[config.mk]
export PLATFORM = sky130hd
export DESIGN_NAME = tile_dispatch_writer
export DESIGN_NICKNAME = d
export VERILOG_FILES = /design/src/rtl/tile_dispatch_writer.sv
export SDC_FILE = /design/constraint.sdc
export NUM_CORES = 1
export LEC_CHECK = 0
export ABC_AREA = 1
export CORE_AREA = 2 2 339 341
export DETAILED_ROUTE_END_ITERATION = 8
export DIE_AREA = 0 0 341 343
export SYNTH_ARGS = -nofsm -noshare
export SYNTH_HDL_FRONTEND = slang
export SYNTH_SLANG_ARGS = --single-unit
[constraint.sdc]
create_clock -name i_clk -period 2 [get_ports i_clk]
set_input_delay 0.4 -clock i_clk [delete_from_list [all_inputs] [get_ports i_clk]]
set_output_delay 0.4 -clock i_clk [all_outputs]
set_load 0.005 [all_outputs]
[src/rtl/tile_dispatch_writer.sv]
// DISPATCH-side write engine for the tile L1 BRAM: streams a command's worth of
// mantissa/exponent line beats onto the left or right write ports at consecutive lines.
module tile_dispatch_writer #(
  parameter int MAN_WIDTH  = 256,
  parameter int EXP_WIDTH  = 8,
  parameter int BRAM_DEPTH = 512,
  parameter int ADDR_WIDTH = $clog2(BRAM_DEPTH)
) (
  input  logic                  i_clk,
  input  logic                  i_reset_n,
  input  logic                  i_cmd_valid,
  output logic                  o_cmd_ready,
  input  logic                  i_cmd_side,
  input  logic [ADDR_WIDTH-1:0] i_cmd_start_addr,
  input  logic [ADDR_WIDTH:0]   i_cmd_num_lines,
  input  logic                  i_line_valid,
  output logic                  o_line_ready,
  input  logic [MAN_WIDTH-1:0]  i_line_man,
  input  logic [EXP_WIDTH-1:0]  i_line_exp,
  output logic [ADDR_WIDTH-1:0] o_man_left_wr_addr,
  output logic                  o_man_left_wr_en,
  output logic [MAN_WIDTH-1:0]  o_man_left_wr_data,
  output logic [ADDR_WIDTH-1:0] o_man_right_wr_addr,
  output logic                  o_man_right_wr_en,
  output logic [MAN_WIDTH-1:0]  o_man_right_wr_data,
  output logic [ADDR_WIDTH-1:0] o_exp_left_wr_addr,
  output logic                  o_exp_left_wr_en,
  output logic [EXP_WIDTH-1:0]  o_exp_left_wr_data,
  output logic [ADDR_WIDTH-1:0] o_exp_right_wr_addr,
  output logic                  o_exp_right_wr_en,
  output logic [EXP_WIDTH-1:0]  o_exp_right_wr_data,
  output logic                  o_busy,
  output logic                  o_done
);

  typedef enum logic [1:0] {
    ST_IDLE,
    ST_STREAM,
    ST_DONE
  } state_t;

  localparam logic [ADDR_WIDTH:0]   DEPTH_CNT = (ADDR_WIDTH + 1)'(BRAM_DEPTH);
  localparam logic [ADDR_WIDTH-1:0] LAST_ADDR = ADDR_WIDTH'(BRAM_DEPTH - 1);

  state_t                state_reg, state_next;
  logic                  side_reg, side_next;
  logic [ADDR_WIDTH-1:0] cur_addr_reg, cur_addr_next;
  logic [ADDR_WIDTH:0]   remaining_reg, remaining_next;

  logic cmd_fire;
  logic beat_fire;

  assign o_cmd_ready  = (state_reg == ST_IDLE);
  assign o_line_ready = (state_reg == ST_STREAM);
  assign o_busy       = (state_reg != ST_IDLE);
  // The DONE cycle is also the cycle the last beat's write is on the ports.
  assign o_done       = (state_reg == ST_DONE);
  assign cmd_fire     = i_cmd_valid && o_cmd_ready;
  assign beat_fire    = i_line_valid && o_line_ready;

  always_ff @(posedge i_clk or negedge i_reset_n) begin
    if (!i_reset_n) begin
      state_reg     <= ST_IDLE;
      side_reg      <= 1'b0;
      cur_addr_reg  <= '0;
      remaining_reg <= '0;
    end else begin
      state_reg     <= state_next;
      side_reg      <= side_next;
      cur_addr_reg  <= cur_addr_next;
      remaining_reg <= remaining_next;
    end
  end

  always_comb begin
    state_next     = state_reg;
    side_next      = side_reg;
    cur_addr_next  = cur_addr_reg;
    remaining_next = remaining_reg;
    case (state_reg)
      ST_IDLE: begin
        if (cmd_fire) begin
          side_next      = i_cmd_side;
          cur_addr_next  = i_cmd_start_addr;
          // A single command can never cover more than one full side.
          remaining_next = (i_cmd_num_lines > DEPTH_CNT) ? DEPTH_CNT : i_cmd_num_lines;
          state_next     = (i_cmd_num_lines == '0) ? ST_DONE : ST_STREAM;
        end
      end
      ST_STREAM: begin
        if (beat_fire) begin
          cur_addr_next  = (cur_addr_reg == LAST_ADDR) ? '0 : cur_addr_reg + 1'b1;
          remaining_next = remaining_reg - 1'b1;
          if (remaining_reg == (ADDR_WIDTH + 1)'(1)) begin
            state_next = ST_DONE;
          end
        end
      end
      ST_DONE: begin
        state_next = ST_IDLE;
      end
      default: begin
        state_next = ST_IDLE;
      end
    endcase
  end

  // One registered write port pair per side; index 0 is left, 1 is right.
  for (genvar gi = 0; gi < 2; gi++) begin : g_side
    logic                  side_hit;
    logic                  wr_en_reg;
    logic [ADDR_WIDTH-1:0] wr_addr_reg;
    logic [MAN_WIDTH-1:0]  man_data_reg;
    logic [EXP_WIDTH-1:0]  exp_data_reg;

    assign side_hit = beat_fire && (side_reg == 1'(gi));

    always_ff @(posedge i_clk or negedge i_reset_n) begin
      if (!i_reset_n) begin
        wr_en_reg    <= 1'b0;
        wr_addr_reg  <= '0;
        man_data_reg <= '0;
        exp_data_reg <= '0;
      end else begin
        wr_en_reg <= side_hit;
        if (side_hit) begin
          wr_addr_reg  <= cur_addr_reg;
          man_data_reg <= i_line_man;
          exp_data_reg <= i_line_exp;
        end
      end
    end
  end

  assign o_man_left_wr_en    = g_side[0].wr_en_reg;
  assign o_man_left_wr_addr  = g_side[0].wr_addr_reg;
  assign o_man_left_wr_data  = g_side[0].man_data_reg;
  assign o_exp_left_wr_en    = g_side[0].wr_en_reg;
  assign o_exp_left_wr_addr  = g_side[0].wr_addr_reg;
  assign o_exp_left_wr_data  = g_side[0].exp_data_reg;

  assign o_man_right_wr_en   = g_side[1].wr_en_reg;
  assign o_man_right_wr_addr = g_side[1].wr_addr_reg;
  assign o_man_right_wr_data = g_side[1].man_data_reg;
  assign o_exp_right_wr_en   = g_side[1].wr_en_reg;
  assign o_exp_right_wr_addr = g_side[1].wr_addr_reg;
  assign o_exp_right_wr_data = g_side[1].exp_data_reg;

endmodule

==> impl_metrics.py, run 1 <==
metrics = {
    "power": {
        "ir_drop_v": 0.000866,
        "total_power_mw": 57.0,
        "p_leak_nw": 16.9,
        "pwr_density_cell_mw_per_mm2": 1590,
    },
    "global_route": {
        "antenna_found_initial": 7,
        "track_usage_pct": 13.0,
        "grt_max_degree": 82,
        "grt_pass1_wl_um": 117000,
        "grt_pass1_vias": 18900,
        "overflow": 0,
    },
    "placement": {
        "numPlacedInstances": 4617,
        "port_buffers": 859,
        "place_hpwl_um": 60000,
        "place.gp.congestion": 0.836,
    },
    "synthesis": {
        "yosysSeqAreaShare_pct": 61.6,
        "synth_ff_type": "dfrtp_1",
        "synthArstFlopShare_pct": 100,
        "netlist_instances": 2295,
        "ys_seq_elements": 570,
        "synth_cell_type_count": 26,
        "synth-edff-count": 0,
        "syn_area_mm2": 0.0231,
        "synthesis.nets": 2587,
        "avgSynthCellArea_um2": 10.1,
        "yosysWarnings": 0,
    },
    "clock_tree": {
        "clock_path_buffers": 3,
        "path_clk_slew_ns": 0.06,
        "root_buffer": "clkbuf_16",
        "numClockSinks": 570,
        "cts-buffers-inserted": 67,
        "h-tree-depth": 3,
        "cts_tree": "done",
        "insertion_delay_ns": 0.61,
    },
    "hold_path": {
        "hold_class": "input port to async pin",
    },
    "routing": {
        "via_count": 18600,
        "routed_wl_um": 78700,
        "drc_errors": 0,
        "avgRoutedWirePerCell_um": 16.6,
        "first_iter_violations": 938,
        "via_per_inst": 3.92,
        "dr.pass1.iters": 5,
        "postRouteAntennaNets": 0,
    },
    "die": {
        "ios": 860,
        "start_util_pct": 20.4,
        "fp-row-count": 124,
        "dieWidth_um": 341,
        "fp.dieH_um": 343,
        "die-area_mm2": 0.117,
        "fp.coreArea_mm2": 0.113,
    },
    "critical_path": {
        "path_cells": "clkdlybuf4s50_1",
        "start_kind": "register",
        "crit_path_end_kind": "output port",
        "critPathMaxStageDelay_ns": 0.52,
        "crit_slowest_cell": "clkdlybuf4s50_1",
        "crit_buf_inv": 1,
        "path_max_fanout": 3,
        "crit_required_ns": 1.60,
        "crit_arrival_ns": 1.54,
        "crit_type": "register to output port",
        "cp_top_family": "buffers and inverters",
    },
    "timing": {
        "timing.fmax_mhz": 516,
        "fin_crit_ns": 1.94,
        "skew_ns": 0.0287,
        "maxSlewViolCount": 0,
        "finalHoldViolCount": 0,
        "min_period_over_period_pct": 96.8,
        "worst_slew_pin_slew_ns": 0.573,
        "hold_ws_ns": 0.299,
        "setup_viol": 0,
        "slew_headroom_pct": 61.8,
    },
    "layout": {
        "nets": 3481,
        "layout.cells.non_filler": 4749,
        "drive_gt1_share_pct": 15.6,
        "area_growth_pct": 54.8,
    },
    "run": {
        "cap_violations": 0,
    },
    "outcome": {
        "status": "completed",
    },
}
==> cell usage in the layout (no fill, tap or decap), types with 2 or more instances in the layout <==
cell / n
a21oi_1: 9
a22oi_1: 2
a31oi_1: 2
buf_12: 20
buf_4: 92
bufinv_16: 3
clkbuf_1: 16
clkbuf_16: 69
clkbuf_2: 2
clkbuf_8: 17
clkdlybuf4s50_1: 776
clkinv_2: 5
clkinv_8: 4
dfrtp_1: 562
dfrtp_2: 8
diode_2: 2
dlygate4sd2_1: 65
dlymetal6s2s_1: 13
ha_1: 4
inv_1: 299
nand2_1: 631
nand2_2: 3
nand3_1: 16
nand4_1: 3
nor2_1: 37
nor2_4: 3
o21ai_0: 282
o21ai_1: 8
o21ai_2: 270
==> routing by layer <==
layer	part of all wire, %	global-route usage (%)	up-vias
met1	41	15.7	8902
met3	7.9	4.52	114
met4	2.4	3.89	6
met2	48	21.7	603
met5	0.051	0	-
li1	-	-	8971
==> path summary, 6_finish.rpt <==
| check | startpoint | end | slack, ns | cells after the start |
|---|---|---|---|---|
| min in group i_clk | i_cmd_start_addr[3] | cur_addr_reg[3] | 0.34 | 3 |
| max in group asynchronous | i_reset_n | o_man_right_wr_data[0] | 0.90 | 4 |
| worst min-delay path | i_reset_n | o_man_right_wr_data[179] | 0.30 | 2 |
| worst max-delay path | o_exp_left_wr_addr[0] | o_man_left_wr_addr[0] | 0.06 | 1 |
| worst min register to register | o_man_left_wr_data[53] | o_man_left_wr_data[53] | 0.48 | 2 |
| worst max register to register | state_reg[0] | o_man_left_wr_data[118] | 0.09 | 9 |
==> metrics by stage <==
step | setup TNS [ns] | instance area (µm²) | util [%] | setup slack [ns]
after floorplan | 0 | 23100 | - | 0.228
after global placement | -0.276 | 33500 | 29.6 | -0.0192
after CTS | 0 | 35800 | 31.5 | 0.000425
after global routing | -0.00695 | 35800 | 31.6 | -0.00687
final | 0 | 35800 | 31.6 | 0.0635
after detailed placement | -0.767 | 33500 | 29.6 | -0.0306
==> cells in the mapped netlist, types with 3 or more instances <==
cell type,number,area (µm²)
nand3_1,16,80.1
inv_1,300,1130
o21ai_1,6,30.0
buf_6,60,676
nand2_1,631,2370
o21ai_2,270,2360
o21ai_0,284,1420
ha_1,4,50.1
a21oi_1,9,45.0
buf_4,20,150
nor2_1,39,146
dfrtp_1,570,14300
buf_2,29,145
nand4_1,3,18.8
nand2_2,3,18.8
clkbuf_1,38,143
==> repair_timing <==
action | CTS | global route
hold buffers | 1 | 0
resized for setup | 87 | 20
pin swaps | 1 | 2
setup buffers | 13 | 1
endpoints found under the hold margin | 150 | 0
endpoints found under the setup margin | 77 | 22
==> power by group <==
part | leakage [nW] | internal, mW | total (mW) | switching, mW
combinational | 8.73 | 13.3 | 24.3 | 11.0
sequential | 7.10 | 17.0 | 20.4 | 3.40
clock | 1.09 | 7.36 | 12.3 | 4.96
total | 16.9 | 37.6 | 57.0 | 19.3
==> layout make-up <==
type,count,area [µm²]
timing repair buffer,972,9640
inverter,302,1140
sequential,570,14300
clock inverter,13,189
fill,11700,77600
clock buffer,102,2020
multi-input combinational,1276,6650
tap,1512,1890
antenna,2,5.00
==> cells by family (layout without fill, tap and decap cells) <==
kind of cell,after synthesis,count (layout),synth area share (%)
buf+inv,449,1389,9.71
flops,570,570,61.6
fa+ha+maj,4,4,0.216
simple gates,695,695,11.5
other cells,0,2,0
xor+xnor,1,1,0.0379
compound gates,575,575,16.9
mux,1,1,0.0487
Power figures use the tool's default switching activity.
==> run 2, diff against run 1 <==
--- a/config.mk
+++ b/config.mk
@@ -9,6 +9,7 @@
 export CORE_AREA = 2 2 339 341
 export DETAILED_ROUTE_END_ITERATION = 8
 export DIE_AREA = 0 0 341 343
+export GPL_ROUTABILITY_DRIVEN = 0
 export SYNTH_ARGS = -nofsm -noshare
 export SYNTH_HDL_FRONTEND = slang
 export SYNTH_SLANG_ARGS = --single-unit
==> results of run 2 <==
Same layout as run 1: the final DEF is identical, and so are final timing and power.
==> run 3, diff against run 2 <==
--- a/config.mk
+++ b/config.mk
@@ -9,7 +9,9 @@
 export CORE_AREA = 2 2 339 341
 export DETAILED_ROUTE_END_ITERATION = 8
 export DIE_AREA = 0 0 341 343
+export DONT_BUFFER_PORTS = 1
 export GPL_ROUTABILITY_DRIVEN = 0
+export MAX_ROUTING_LAYER = met4
 export SYNTH_ARGS = -nofsm -noshare
 export SYNTH_HDL_FRONTEND = slang
 export SYNTH_SLANG_ARGS = --single-unit
==> constraint.sdc (replaced) <==
create_clock -name i_clk -period 1.95 [get_ports i_clk]
set_input_delay 0.39 -clock i_clk [delete_from_list [all_inputs] [get_ports i_clk]]
set_output_delay 0.39 -clock i_clk [all_outputs]
set_load 0.005 [all_outputs]
==> run 3 against run 2 <==
Effect of this change:
- non-clock buffer count shrank 636
- hold slack lost 0.83 ns
- critical path type is now input port to async pin
- cell count shrank 13%
- the run now ends with hold timing, slew limit left
- setup slack lost 0.0082 ns
- critical endpoint is now o_man_right_wr_data[30]
- global-route usage shrank 1.4 points
- flip-flop and latch count is the same
- sequential power grew 14%
- die area is the same
- combinational power shrank 51%
==> impl_metrics.py, run 3 (synthesized netlist as in run 1, its figures left out) <==
metrics = {
    "critical_path": {
        "r2r_cells": 8,
        "crit_type": "input port to async pin",
        "crit_required_ns": 2.00,
        "crit_path_end_kind": "async pin",
        "path_depth": 0,
        "crit_arrival_ns": 1.94,
        "path_max_fanout": 570,
        "start_kind": "input port",
    },
    "routing": {
        "postRouteAntennaNets": 0,
        "avgRoutedWirePerCell_um": 16.9,
        "via_count": 16500,
        "routed_wl_um": 69700,
        "first_iter_violations": 999,
        "drc_errors": 0,
        "dr.pass1.iters": 5,
        "via_per_inst": 4.02,
    },
    "timing": {
        "min_period_over_period_pct": 97.2,
        "slew_headroom_pct": -107,
        "maxSlewViolCount": 343,
        "finalHoldViolCount": 317,
        "timing.fmax_mhz": 528,
        "rsz0062_at_grt": "false",
        "layout_setup_ws_ns": 0.0553,
        "skew_ns": 0.0148,
        "hold_ws_ns": -0.534,
        "fin_setup_tns_ns": 0,
        "worst_slew_pin_slew_ns": 3.10,
        "setup_viol": 0,
        "fin_crit_ns": 1.89,
    },
    "placement": {
        "pre_cts_slack_ns": 0.120,
        "port_buffers": 0,
        "place_hpwl_um": 48900,
    },
    "layout": {
        "final_common_cell": "nand2_1",
        "multi_input_area_mm2": 0.00664,
        "nets": 2839,
        "fin_util_pct": 26.0,
        "regArea_mm2": 0.0143,
        "layout_common_cells": "631 x nand2_1, 570 x dfrtp_1, 300 x inv_1",
        "area_growth_pct": 27.2,
        "fillers": 11900,
        "drive_gt1_share_pct": 16.7,
    },
    "clock_tree": {
        "insertion_delay_ns": 0.62,
        "cts-buffers-inserted": 60,
        "root_buffer": "clkbuf_16",
        "h-tree-depth": 2,
        "numClockSinks": 570,
        "cts_tree": "done",
        "clock_path_buffers": 3,
        "holdBufCountCts": 284,
        "path_clk_slew_ns": 0.06,
    },
    "hold_path": {
        "hold_class": "input port to async pin",
    },
    "die": {
        "die-area_mm2": 0.117,
        "fp.coreArea_mm2": 0.113,
        "start_util_pct": 20.4,
        "fp-row-count": 124,
        "ios": 860,
        "fp.dieH_um": 343,
        "dieWidth_um": 341,
    },
    "global_route": {
        "antenna_found_initial": 7,
        "track_usage_pct": 11.5,
        "grt_max_degree": 571,
        "overflow": 0,
        "grt_pass1_vias": 16600,
        "grt_pass1_wl_um": 103000,
    },
    "run": {
        "cap_violations": 0,
    },
    "power": {
        "ir_drop_v": 0.000818,
        "p_leak_nw": 14.1,
        "pwr_density_cell_mw_per_mm2": 1590,
    },
    "outcome": {
        "violations": "hold timing, slew limit",
        "status": "finished with violations",
    },
}
[run 3: changes by cell type in the layout (fill, tap and decap cells not counted), moves of 8 or more]
cell / change
buf_4: -55
clkbuf_16: -8
clkdlybuf4s50_1: -776
dfrtp_1: +8
dfrtp_2: -8
dlygate4sd2_1: -65
dlygate4sd3_1: +283
dlymetal6s2s_1: -13
[run 3: routing by layer]
metal  part of all wire, %  global-route usage (%)  vias to the layer above
li1                      -                       -                     7692
met1                    39                    13.2                     8051
met5                     0                       -                        -
met4                   2.7                    3.63                        0
met3                   9.2                    4.14                      121
met2                    49                    18.8                      680
[run 3: area by class of cell]
type	count	area share, %
flip-flops and latches	570	48.4
multi-input cells	1276	22.5
repair buffers	336	11.6
well taps	1512	6.42
clock buffers	87	6.06
inverters	302	3.94
clock inverters	25	0.943
repair inverters	1	0.0382
diodes	3	0.0255
[run 3: repair_timing]
action | 4_1_cts | 5_1_grt
gates resized for setup | 0 | 3
hold endpoints to repair | 1099 | 570
endpoints found under the setup margin | 0 | 15
setup buffers | 0 | 2
[run 3: path summary, 6_finish.rpt]
path	to	slack [ns]	start
min in group i_clk	o_exp_left_wr_data[1]	0.06	i_line_exp[1]
worst max-delay path	o_man_right_wr_data[30]	0.06	i_reset_n
worst max register to register	o_man_right_wr_data[94]	0.16	state_reg[1]
worst min-delay path	o_man_left_wr_data[124]	-0.53	i_reset_n
worst min register to register	cur_addr_reg[7]	0.50	cur_addr_reg[7]
max in group i_clk	o_line_ready	0.14	state_reg[1]
[run 3: through the flow]
stage               power [mW]  std cells  cell area, µm²
detailed placement        34.7       3710           24500
floorplan                 30.8       2295           23100
global route              50.1       4112           29400
finish                    46.9       4112           29400
global placement          34.2       3710           24500
CTS                       47.2       4106           29400
[run 3: report_power, final]
part | switching (mW) | internal, mW | leakage (nW)
Clock | 4.84 | 7.00 | 1.02
Sequential | 5.80 | 17.4 | 7.11
Combinational | 7.04 | 4.82 | 6.02
Total | 17.7 | 29.2 | 14.2
